`src/rtl/step_btn_debounce_if.sv`:
```
// Button-side signal bundle for step_btn_debounce: raw button in, clean level,
// edge strobes and press counter out.
interface step_btn_debounce_if;
  logic       BTN;
  logic       BTN_Out;
  logic       btn_rise;
  logic       btn_fall;
  logic [7:0] press_cnt;

  // Consumer / stimulus side: drives the raw button, observes the results.
  modport master (
    output BTN,
    input  BTN_Out,
    input  btn_rise,
    input  btn_fall,
    input  press_cnt
  );

  // Debouncer side.
  modport slave (
    input  BTN,
    output BTN_Out,
    output btn_rise,
    output btn_fall,
    output press_cnt
  );
endinterface

```
`src/rtl/step_btn_debounce.sv`:
```
// Single-step button conditioner: 2-flop synchroniser, stability counter and a
// 4-state FSM producing a registered debounced level, edge strobes and a press count.
module step_btn_debounce #(
  parameter int DEBOUNCE_CYCLES = 2000000,
  parameter int CNT_WIDTH       = 21
) (
  input logic                 clk_100MHz,
  input logic                 rst,
  step_btn_debounce_if.slave  bus
);

  localparam logic [1:0] RELEASED     = 2'd0;
  localparam logic [1:0] PRESS_WAIT   = 2'd1;
  localparam logic [1:0] PRESSED      = 2'd2;
  localparam logic [1:0] RELEASE_WAIT = 2'd3;

  // The sample that enters a WAIT state is the first stable one, so the level
  // is accepted when the counter has seen DEBOUNCE_CYCLES-1 further samples.
  localparam logic [CNT_WIDTH-1:0] CNT_LAST = CNT_WIDTH'(DEBOUNCE_CYCLES - 2);

  logic                 s0, s1;
  logic [1:0]           state, state_nxt;
  logic [CNT_WIDTH-1:0] cnt, cnt_nxt;
  logic                 out_q, out_nxt;
  logic                 rise_q, rise_nxt;
  logic                 fall_q, fall_nxt;
  logic [7:0]           press_q, press_nxt;

  // NOTE: sequential state uses non-blocking assignments so every flop samples
  // pre-edge values; blocking here would collapse s0/s1 into a single stage.
  always_ff @(posedge clk_100MHz or posedge rst) begin
    if (rst) begin
      s0 <= 1'b0;
      s1 <= 1'b0;
    end else begin
      s0 <= bus.BTN;
      s1 <= s0;
    end
  end

  // NOTE: every output of this block gets a default first, so no path through
  // the case statement can leave a variable unassigned and infer a latch.
  always_comb begin
    state_nxt = state;
    cnt_nxt   = '0;
    out_nxt   = out_q;
    rise_nxt  = 1'b0;
    fall_nxt  = 1'b0;
    press_nxt = press_q;

    case (state)
      RELEASED: begin
        out_nxt = 1'b0;
        if (s1) state_nxt = PRESS_WAIT;
      end
      PRESS_WAIT: begin
        if (!s1) begin
          state_nxt = RELEASED;
        end else if (cnt == CNT_LAST) begin
          state_nxt = PRESSED;
          out_nxt   = 1'b1;
          rise_nxt  = 1'b1;
          press_nxt = press_q + 8'd1;
        end else begin
          cnt_nxt = cnt + 1'b1;
        end
      end
      PRESSED: begin
        out_nxt = 1'b1;
        if (!s1) state_nxt = RELEASE_WAIT;
      end
      RELEASE_WAIT: begin
        if (s1) begin
          state_nxt = PRESSED;
        end else if (cnt == CNT_LAST) begin
          state_nxt = RELEASED;
          out_nxt   = 1'b0;
          fall_nxt  = 1'b1;
        end else begin
          cnt_nxt = cnt + 1'b1;
        end
      end
      default: begin
        state_nxt = RELEASED;
        out_nxt   = 1'b0;
      end
    endcase
  end

  always_ff @(posedge clk_100MHz or posedge rst) begin
    if (rst) begin
      state   <= RELEASED;
      cnt     <= '0;
      out_q   <= 1'b0;
      rise_q  <= 1'b0;
      fall_q  <= 1'b0;
      press_q <= 8'd0;
    end else begin
      state   <= state_nxt;
      cnt     <= cnt_nxt;
      out_q   <= out_nxt;
      rise_q  <= rise_nxt;
      fall_q  <= fall_nxt;
      press_q <= press_nxt;
    end
  end

  assign bus.BTN_Out   = out_q;
  assign bus.btn_rise  = rise_q;
  assign bus.btn_fall  = fall_q;
  assign bus.press_cnt = press_q;

endmodule

```
`src/flat_wrapper.sv`:
```
// flat-port wrapper written by rule: the top's interface ports become plain ports
module step_btn_debounce_flat 
#(
  parameter int DEBOUNCE_CYCLES = 2000000,
  parameter int CNT_WIDTH       = 21
)
  (clk_100MHz, rst, bus_BTN, bus_BTN_Out, bus_btn_rise, bus_btn_fall, bus_press_cnt);
  step_btn_debounce_if bus_i ();
  input logic clk_100MHz;
  input logic rst;
  input wire logic [$bits(bus_i.BTN)-1:0] bus_BTN;
  output wire logic [$bits(bus_i.BTN_Out)-1:0] bus_BTN_Out;
  output wire logic [$bits(bus_i.btn_rise)-1:0] bus_btn_rise;
  output wire logic [$bits(bus_i.btn_fall)-1:0] bus_btn_fall;
  output wire logic [$bits(bus_i.press_cnt)-1:0] bus_press_cnt;
  assign bus_i.BTN = bus_BTN;
  assign bus_BTN_Out = bus_i.BTN_Out;
  assign bus_btn_rise = bus_i.btn_rise;
  assign bus_btn_fall = bus_i.btn_fall;
  assign bus_press_cnt = bus_i.press_cnt;
  step_btn_debounce #(.DEBOUNCE_CYCLES(DEBOUNCE_CYCLES), .CNT_WIDTH(CNT_WIDTH)) u_core (.clk_100MHz(clk_100MHz), .rst(rst), .bus(bus_i));
endmodule
```
`config.mk`:
```
export PLATFORM = sky130hd
export DESIGN_NAME = step_btn_debounce_flat
export DESIGN_NICKNAME = d
export VERILOG_FILES = /design/src/rtl/step_btn_debounce_if.sv /design/src/rtl/step_btn_debounce.sv /design/src/flat_wrapper.sv
export SDC_FILE = /design/constraint.sdc
export NUM_CORES = 1
export LEC_CHECK = 0
export CORE_ASPECT_RATIO = 1.5
export CORE_MARGIN = 2
export CORE_UTILIZATION = 60
export CTS_CLUSTER_DIAMETER = 120
export DETAILED_ROUTE_END_ITERATION = 7
export PLACE_DENSITY = 0.82
export SYNTH_ARGS = -nofsm -noshare
export SYNTH_HDL_FRONTEND = slang
export SYNTH_SLANG_ARGS = --single-unit
```
`constraint.sdc`:
```
create_clock -name clk_100MHz -period 5.45 [get_ports clk_100MHz]
set_input_delay 0.8175 -clock clk_100MHz [delete_from_list [all_inputs] [get_ports clk_100MHz]]
set_output_delay 0.8175 -clock clk_100MHz [all_outputs]
set_load 0.01 [all_outputs]
```
==> impl_metrics.env, run 1 <==
export IMPL_status="finished clean"
export IMPL_rsz0062_at_grt="no"
export IMPL_ys_seq_area_share_pct=48.81
export IMPL_start_util_pct=63.36
export IMPL_h_tree_depth=2
export IMPL_layout_commonest_cell="dfrtp_1"
export IMPL_dr_pass1_iters=4
export IMPL_synthCells=183
export IMPL_ctsResizeCount=0
export IMPL_finClkSkew_ns=0.005734
export IMPL_min_from="u_core.s0"
export IMPL_layout_drive_gt1_share_pct=7.071
export IMPL_cp_required_ns=5.62
export IMPL_slowest_delay_ns=0.76
export IMPL_cp_cell_sequence="nand4b_1 > or4_1 > o21ai_1 > buf_4 > nor2_1"
export IMPL_synth_adder_area_share_pct=4.746
export IMPL_avgSynthCellArea_sq_um=10.08
export IMPL_pin_count=14
export IMPL_rrSetupSlack_ns=3.08
export IMPL_yosys_area_share_simple_pct=24.27
export IMPL_gp_congestion=0.8594
export IMPL_fillerInstances=209
export IMPL_hold_violations=0
export IMPL_rr_worst_depth=5
export IMPL_grt_start_max_net_pins=37
export IMPL_design_area_sq_mm=0.002086
export IMPL_fin_util_pct=71.61
export IMPL_max_slew_worst_pin_slew_ns=0.9473
export IMPL_power_density_mw_per_mm2=309.3
export IMPL_p_leak_nw=0.9386
export IMPL_overflow=0
export IMPL_die_w_microns=49.29
export IMPL_ir_drop_uv=222.9
export IMPL_diodes=0
export IMPL_multi_input_area_sq_um=888.4
export IMPL_cts_tree="done"
export IMPL_cts_sinks=36
export IMPL_dp_hpwl_microns=2645
export IMPL_die_area_sq_mm=0.003545
export IMPL_core_area_sq_mm=0.002913
export IMPL_placed_cell_area_sq_mm=0.002017
export IMPL_pre_cts_ws_ns=3.109
export IMPL_cp_top_family="compound AO/OA/AOI/OAI gates"
export IMPL_synth_top_family_by_area="simple AND/OR/NAND/NOR gates"
export IMPL_path_class="reg2reg"
export IMPL_synth_area_sq_mm=0.001846
export IMPL_syn_nets=193
export IMPL_startpoint_type="flip-flop"
export IMPL_drt_wl_total_microns=3552
export IMPL_period_needed_ns=2.370
export IMPL_final_cell_mix="36 x dfrtp_1, 22 x nor2_1, 18 x xor2_1, 13 x clkdlybuf4s50_1, 11 x nand3_1"
export IMPL_r2r_start="u_core.cnt[13]"
export IMPL_cp_num_buf_inv=1
export IMPL_yosys_mux_area_fraction_pct=2.576
export IMPL_postRouteAntennaNets=0
export IMPL_synth_xor_area_share_pct=11.86
export IMPL_cts_setup_buffers=0
export IMPL_grt_pass1_wl_microns=6279
export IMPL_yosys_warnings=0
export IMPL_hold_buffers=0
export IMPL_grt_usage_pct=23.48
export IMPL_synth_compound_area_share_pct=4.678
export IMPL_yosys_register_bits=36
export IMPL_num_rows=24
export IMPL_holdPathStages=0
export IMPL_crit_fanout=13
export IMPL_clockRootBuffer="clkbuf_8"
export IMPL_end_kind="flip-flop"
export IMPL_fin_setup_tns_ns=0
export IMPL_finalPower_mw=0.6452
export IMPL_critPathSlowestCell="o21ai_1"
export IMPL_clkLatencyLatePin_ns=0.28
export IMPL_dr_total_vias=1388
export IMPL_final_seq_area_sq_um=900.9
export IMPL_drcViolationCount=0
export IMPL_clk_pin_slew_ns=0.06
export IMPL_grt_pass1_vias=1388
export IMPL_final_setup_worst_slack_ns=3.080
export IMPL_slew_headroom_pct=36.42
export IMPL_viasPerCell=5.857
export IMPL_fin_crit_sh_pct=43.49
export IMPL_timing_rr_end="u_core.cnt[10]"
export IMPL_die_h_microns=71.93
export IMPL_grt_antenna_before_repair=0
export IMPL_setup_viol=0
export IMPL_holdPathEnd="u_core.s1"
export IMPL_clock_fmax_mhz=421.9
export IMPL_min_path_type="reg2reg"
export IMPL_slew_viol_final=0
export IMPL_synth_cell_types=38
export IMPL_synthToLayoutAreaGrowth_pct=13.02
export IMPL_io_buffer_count=13
export IMPL_numCtsBuffers=5
export IMPL_clockBufferDepth=2
export IMPL_wl_per_cell_microns=14.99
export IMPL_max_cap_violations=0
export IMPL_nets=210
export IMPL_crit_arrival_ns=2.54
export IMPL_drt_iter0_markers=37
## cell type report
type | instances | share of cell area, %
Inverter | 9 | 1.620
Sequential cell | 36 | 43.19
Clock buffer | 5 | 3.299
Timing Repair Buffer | 15 | 6.959
Multi-Input combinational cell | 133 | 42.59
Tap cell | 39 | 2.340
## per-layer routing
| layer | part of all wire (%) | global-route usage [%] | vias up | wire length (microns) |
|---|---|---|---|---|
| met1 | 40 | 26.16 | 673 | 1413 |
| met5 | 0 | 0 | - | 0 |
| li1 | - | - | 662 | - |
| met2 | 53 | 41.29 | 43 | 1887 |
| met4 | 2.2 | 11.11 | 0 | 79 |
| met3 | 4.8 | 6.379 | 10 | 171 |
## through the flow
step	hold WS, ns	cells
final	0.3473	237
after global routing	0.3569	237
after CTS	0.3498	237
after detailed placement	0.3356	232
after global placement	0.3345	232
after floorplan	0.3312	183
## sequential cells by signal (all words and copies together), names as in the netlist, named ones only
signal                flops
u_core.cnt               21
u_core.bus.press_cnt      8
u_core.bus.BTN_Out        1
u_core.bus.btn_fall       1
u_core.bus.btn_rise       1
u_core.s0                 1
u_core.s1                 1
u_core.state              1
## power by group
group / leakage [nW] / internal (mW) / switching (mW)
Combinational: 0.412 / 0.0707 / 0.104
Clock: 0.0359 / 0.0821 / 0.0799
Sequential: 0.490 / 0.287 / 0.0218
Total: 0.939 / 0.440 / 0.205
## synth_stat cells
| library cell | instances | area, sq um |
|---|---|---|
| a211oi_2 | 1 | 12.51 |
| a21oi_1 | 3 | 15.01 |
| a31oi_1 | 2 | 12.51 |
| and2_1 | 1 | 6.260 |
| and2b_1 | 1 | 7.510 |
| and3_1 | 8 | 50.05 |
| and3b_1 | 1 | 8.760 |
| and4_1 | 3 | 26.28 |
| buf_2 | 3 | 15.01 |
| clkbuf_1 | 2 | 7.510 |
| dfrtp_1 | 36 | 900.9 |
| ha_1 | 7 | 87.58 |
| inv_1 | 9 | 33.78 |
| mux2_2 | 2 | 22.52 |
| mux2_4 | 1 | 15.01 |
| mux2i_1 | 1 | 10.01 |
| nand2_1 | 9 | 33.78 |
| nand2_2 | 1 | 6.260 |
| nand3_1 | 11 | 55.05 |
| nand4_1 | 7 | 43.79 |
| nand4b_1 | 1 | 8.760 |
| nor2_1 | 22 | 82.58 |
| nor2_2 | 1 | 6.260 |
| nor2b_1 | 1 | 6.260 |
| nor3_1 | 7 | 35.03 |
| nor4_1 | 2 | 12.51 |
| nor4b_1 | 2 | 17.52 |
| nor4bb_1 | 1 | 10.01 |
| o21ai_0 | 5 | 25.02 |
| o21ai_1 | 1 | 5.000 |
| o31ai_1 | 1 | 7.510 |
| o32ai_1 | 1 | 8.760 |
| or2_0 | 1 | 6.260 |
| or3_1 | 1 | 6.260 |
| or4_1 | 1 | 7.510 |
| or4_4 | 1 | 11.26 |
| xnor2_1 | 7 | 61.31 |
| xor2_1 | 18 | 157.7 |
## how the worst max path moves through the flow
stage	from	end	cells past startpoint
2_1_floorplan	u_core.cnt[9]	u_core.bus.press_cnt[1]	5
3_3_place_gp	u_core.cnt[13]	u_core.cnt[10]	5
3_5_place_dp	u_core.cnt[13]	u_core.cnt[20]	5
4_1_cts	u_core.cnt[13]	u_core.cnt[17]	5
5_1_grt	u_core.cnt[13]	u_core.cnt[20]	5
6_report	u_core.cnt[13]	u_core.cnt[10]	5
## cells by family (layout without fill, tap and decap cells)
kind of cell,count (synthesis),after routing
simple gates,83,83
flops,36,36
xor+xnor,25,25
compound gates,14,14
buf+inv,14,29
fa+ha+maj,7,7
mux,4,4
(Power assumes the default switching activity.)
==> run 2: changes to the inputs <==
--- a/config.mk
+++ b/config.mk
@@ -7,10 +7,10 @@
 export LEC_CHECK = 0
 export CORE_ASPECT_RATIO = 1.5
 export CORE_MARGIN = 2
-export CORE_UTILIZATION = 60
+export CORE_UTILIZATION = 57
 export CTS_CLUSTER_DIAMETER = 120
 export DETAILED_ROUTE_END_ITERATION = 7
-export PLACE_DENSITY = 0.82
+export PLACE_DENSITY = 0.78
 export SYNTH_ARGS = -nofsm -noshare
 export SYNTH_HDL_FRONTEND = slang
 export SYNTH_SLANG_ARGS = --single-unit
==> constraint.sdc (replaced) <==
create_clock -name clk_100MHz -period 2.3 [get_ports clk_100MHz]
set_input_delay 0.345 -clock clk_100MHz [delete_from_list [all_inputs] [get_ports clk_100MHz]]
set_output_delay 0.345 -clock clk_100MHz [all_outputs]
set_load 0.01 [all_outputs]
==> run 2 against run 1 <==
Effect of this change:
- first-iteration DRC count fell by 32%
- critical path type unchanged
- fmax up 16%
- worst hold slack better by 0.028 ns
- sequential power rose by 140%
- non-clock buffer count unchanged
- sequential cell count is the same
- utilization is 2.6 points lower
- cell area grew 3.4%
- count of clock-buffer cells in the layout is 2 higher
- critical endpoint is now u_core.bus.press_cnt[1]
- combinational power is 150% higher
==> impl_metrics.env, run 2 (same netlist as run 1, synthesis figures left out) <==
export IMPL_numCtsBuffers=5
export IMPL_drt_iter0_markers=25
export IMPL_cp_required_ns=2.48
export IMPL_p_leak_nw=0.9726
export IMPL_clk_pin_slew_ns=0.07
export IMPL_pin_count=14
export IMPL_synthToLayoutAreaGrowth_pct=16.88
export IMPL_max_cap_violations=0
export IMPL_path_class="reg2reg"
export IMPL_final_cell_mix="36 x dfrtp_1, 22 x nor2_1, 18 x xor2_1, 13 x clkdlybuf4s50_1, 11 x nand3_1"
export IMPL_fin_setup_tns_ns=0
export IMPL_finClkSkew_ns=0.009692
export IMPL_max_slew_worst_pin_slew_ns=0.5486
export IMPL_rrSetupSlack_ns=0.26
export IMPL_hold_buffers=0
export IMPL_grt_usage_pct=23.59
export IMPL_num_rows=25
export IMPL_setup_viol=0
export IMPL_postRouteAntennaNets=0
export IMPL_crit_arrival_ns=2.22
export IMPL_viasPerCell=5.734
export IMPL_overflow=0
export IMPL_h_tree_depth=2
export IMPL_finalPower_mw=1.777
export IMPL_layout_commonest_cell="dfrtp_1"
export IMPL_clock_fmax_mhz=490.8
export IMPL_status="finished clean"
export IMPL_dr_total_vias=1382
export IMPL_io_buffer_count=13
export IMPL_grt_pass1_vias=1429
export IMPL_fin_cells=241
export IMPL_power_density_mw_per_mm2=823.8
export IMPL_dr_pass1_iters=4
export IMPL_largest_reg_flops=21
export IMPL_drcViolationCount=0
export IMPL_clockRootBuffer="clkbuf_8"
export IMPL_grt_start_max_net_pins=37
export IMPL_grt_antenna_before_repair=0
export IMPL_grt_pass1_wl_microns=6451
export IMPL_cts_setup_buffers=0
export IMPL_largest_register="u_core.cnt"
export IMPL_clockBufferDepth=2
export IMPL_die_h_microns=73.69
export IMPL_hold_violations=0
export IMPL_wl_per_cell_microns=15.65
export IMPL_slew_headroom_pct=63.09
export IMPL_fin_crit_sh_pct=88.58
export IMPL_ir_drop_uv=742.3
export IMPL_core_area_sq_mm=0.003128
export IMPL_min_path_type="reg2reg"
export IMPL_startpoint_type="flip-flop"
export IMPL_end_kind="flip-flop"
export IMPL_gp_congestion=0.9155
export IMPL_layout_drive_gt1_share_pct=8.458
export IMPL_start_util_pct=59.00
export IMPL_crit_fanout=5
export IMPL_rsz0062_at_grt="no"
export IMPL_period_needed_ns=2.037
export IMPL_ctsResizeCount=0
export IMPL_nets=210
export IMPL_clkLatencyLatePin_ns=0.30
export IMPL_design_area_sq_mm=0.002157
export IMPL_cts_sinks=36
export IMPL_cts_tree="done"
export IMPL_place_inst=233
export IMPL_die_w_microns=50.46
export IMPL_slew_viol_final=0
export IMPL_dp_hpwl_microns=2634
export IMPL_placed_cell_area_sq_mm=0.002031
export IMPL_diodes=0
export IMPL_drt_wl_total_microns=3771
export IMPL_die_area_sq_mm=0.003718
## run 2: worst max-delay path, cell delays in order, from the launching register on
cell	delay, ns
dfrtp_1	0.44
nand2_2	0.09
or4_4	0.51
or2_0	0.33
nor2_2	0.18
mux2_2	0.36
## run 2: routing by layer
metal / global-route usage (%) / wire length (microns) / share of wire (%) / up-vias
li1: - / - / - / 665
met2: 41.08 / 2057 / 55 / 23
met4: 12.31 / 97 / 2.6 / 0
met1: 27.01 / 1508 / 40 / 685
met3: 4.878 / 106 / 2.8 / 9
met5: 0 / 0 / 0 / -
## run 2: final cells by class
class,count,area [sq um]
clock buffers,7,96.34
clock inverters,1,30.03
fillers,247,970.9
inverters,9,33.78
multi-input cells,133,888.4
flip-flops and latches,36,900.9
well taps,40,50.05
repair buffers,15,157.7
## run 2: power breakdown
group	internal (mW)	switching (mW)
logic	0.189	0.245
clock network	0.382	0.230
registers	0.679	0.0529
## run 2: per-stage QoR
step	worst slack [ns]	hold slack, ns	utilization [%]
5_1_grt	0.1188	0.3885	68.96
3_3_place_gp	0.3404	0.3358	64.92
6_report	0.2626	0.3757	68.96
3_5_place_dp	0.2939	0.3609	64.92
2_1_floorplan	0.4167	0.3312	-
4_1_cts	0.2674	0.3779	68.96
## run 2: final timing paths
path	from	endpoint	depth (start not counted)
worst max-delay path	u_core.cnt[5]	u_core.bus.press_cnt[1]	5
max in group asynchronous	rst	u_core.cnt[10]	3
min in group asynchronous	rst	u_core.bus.press_cnt[3]	3
worst min register to register	u_core.s0	u_core.s1	0
worst min-delay path	u_core.s0	u_core.s1	0
worst max register to register	u_core.cnt[5]	u_core.bus.press_cnt[1]	5
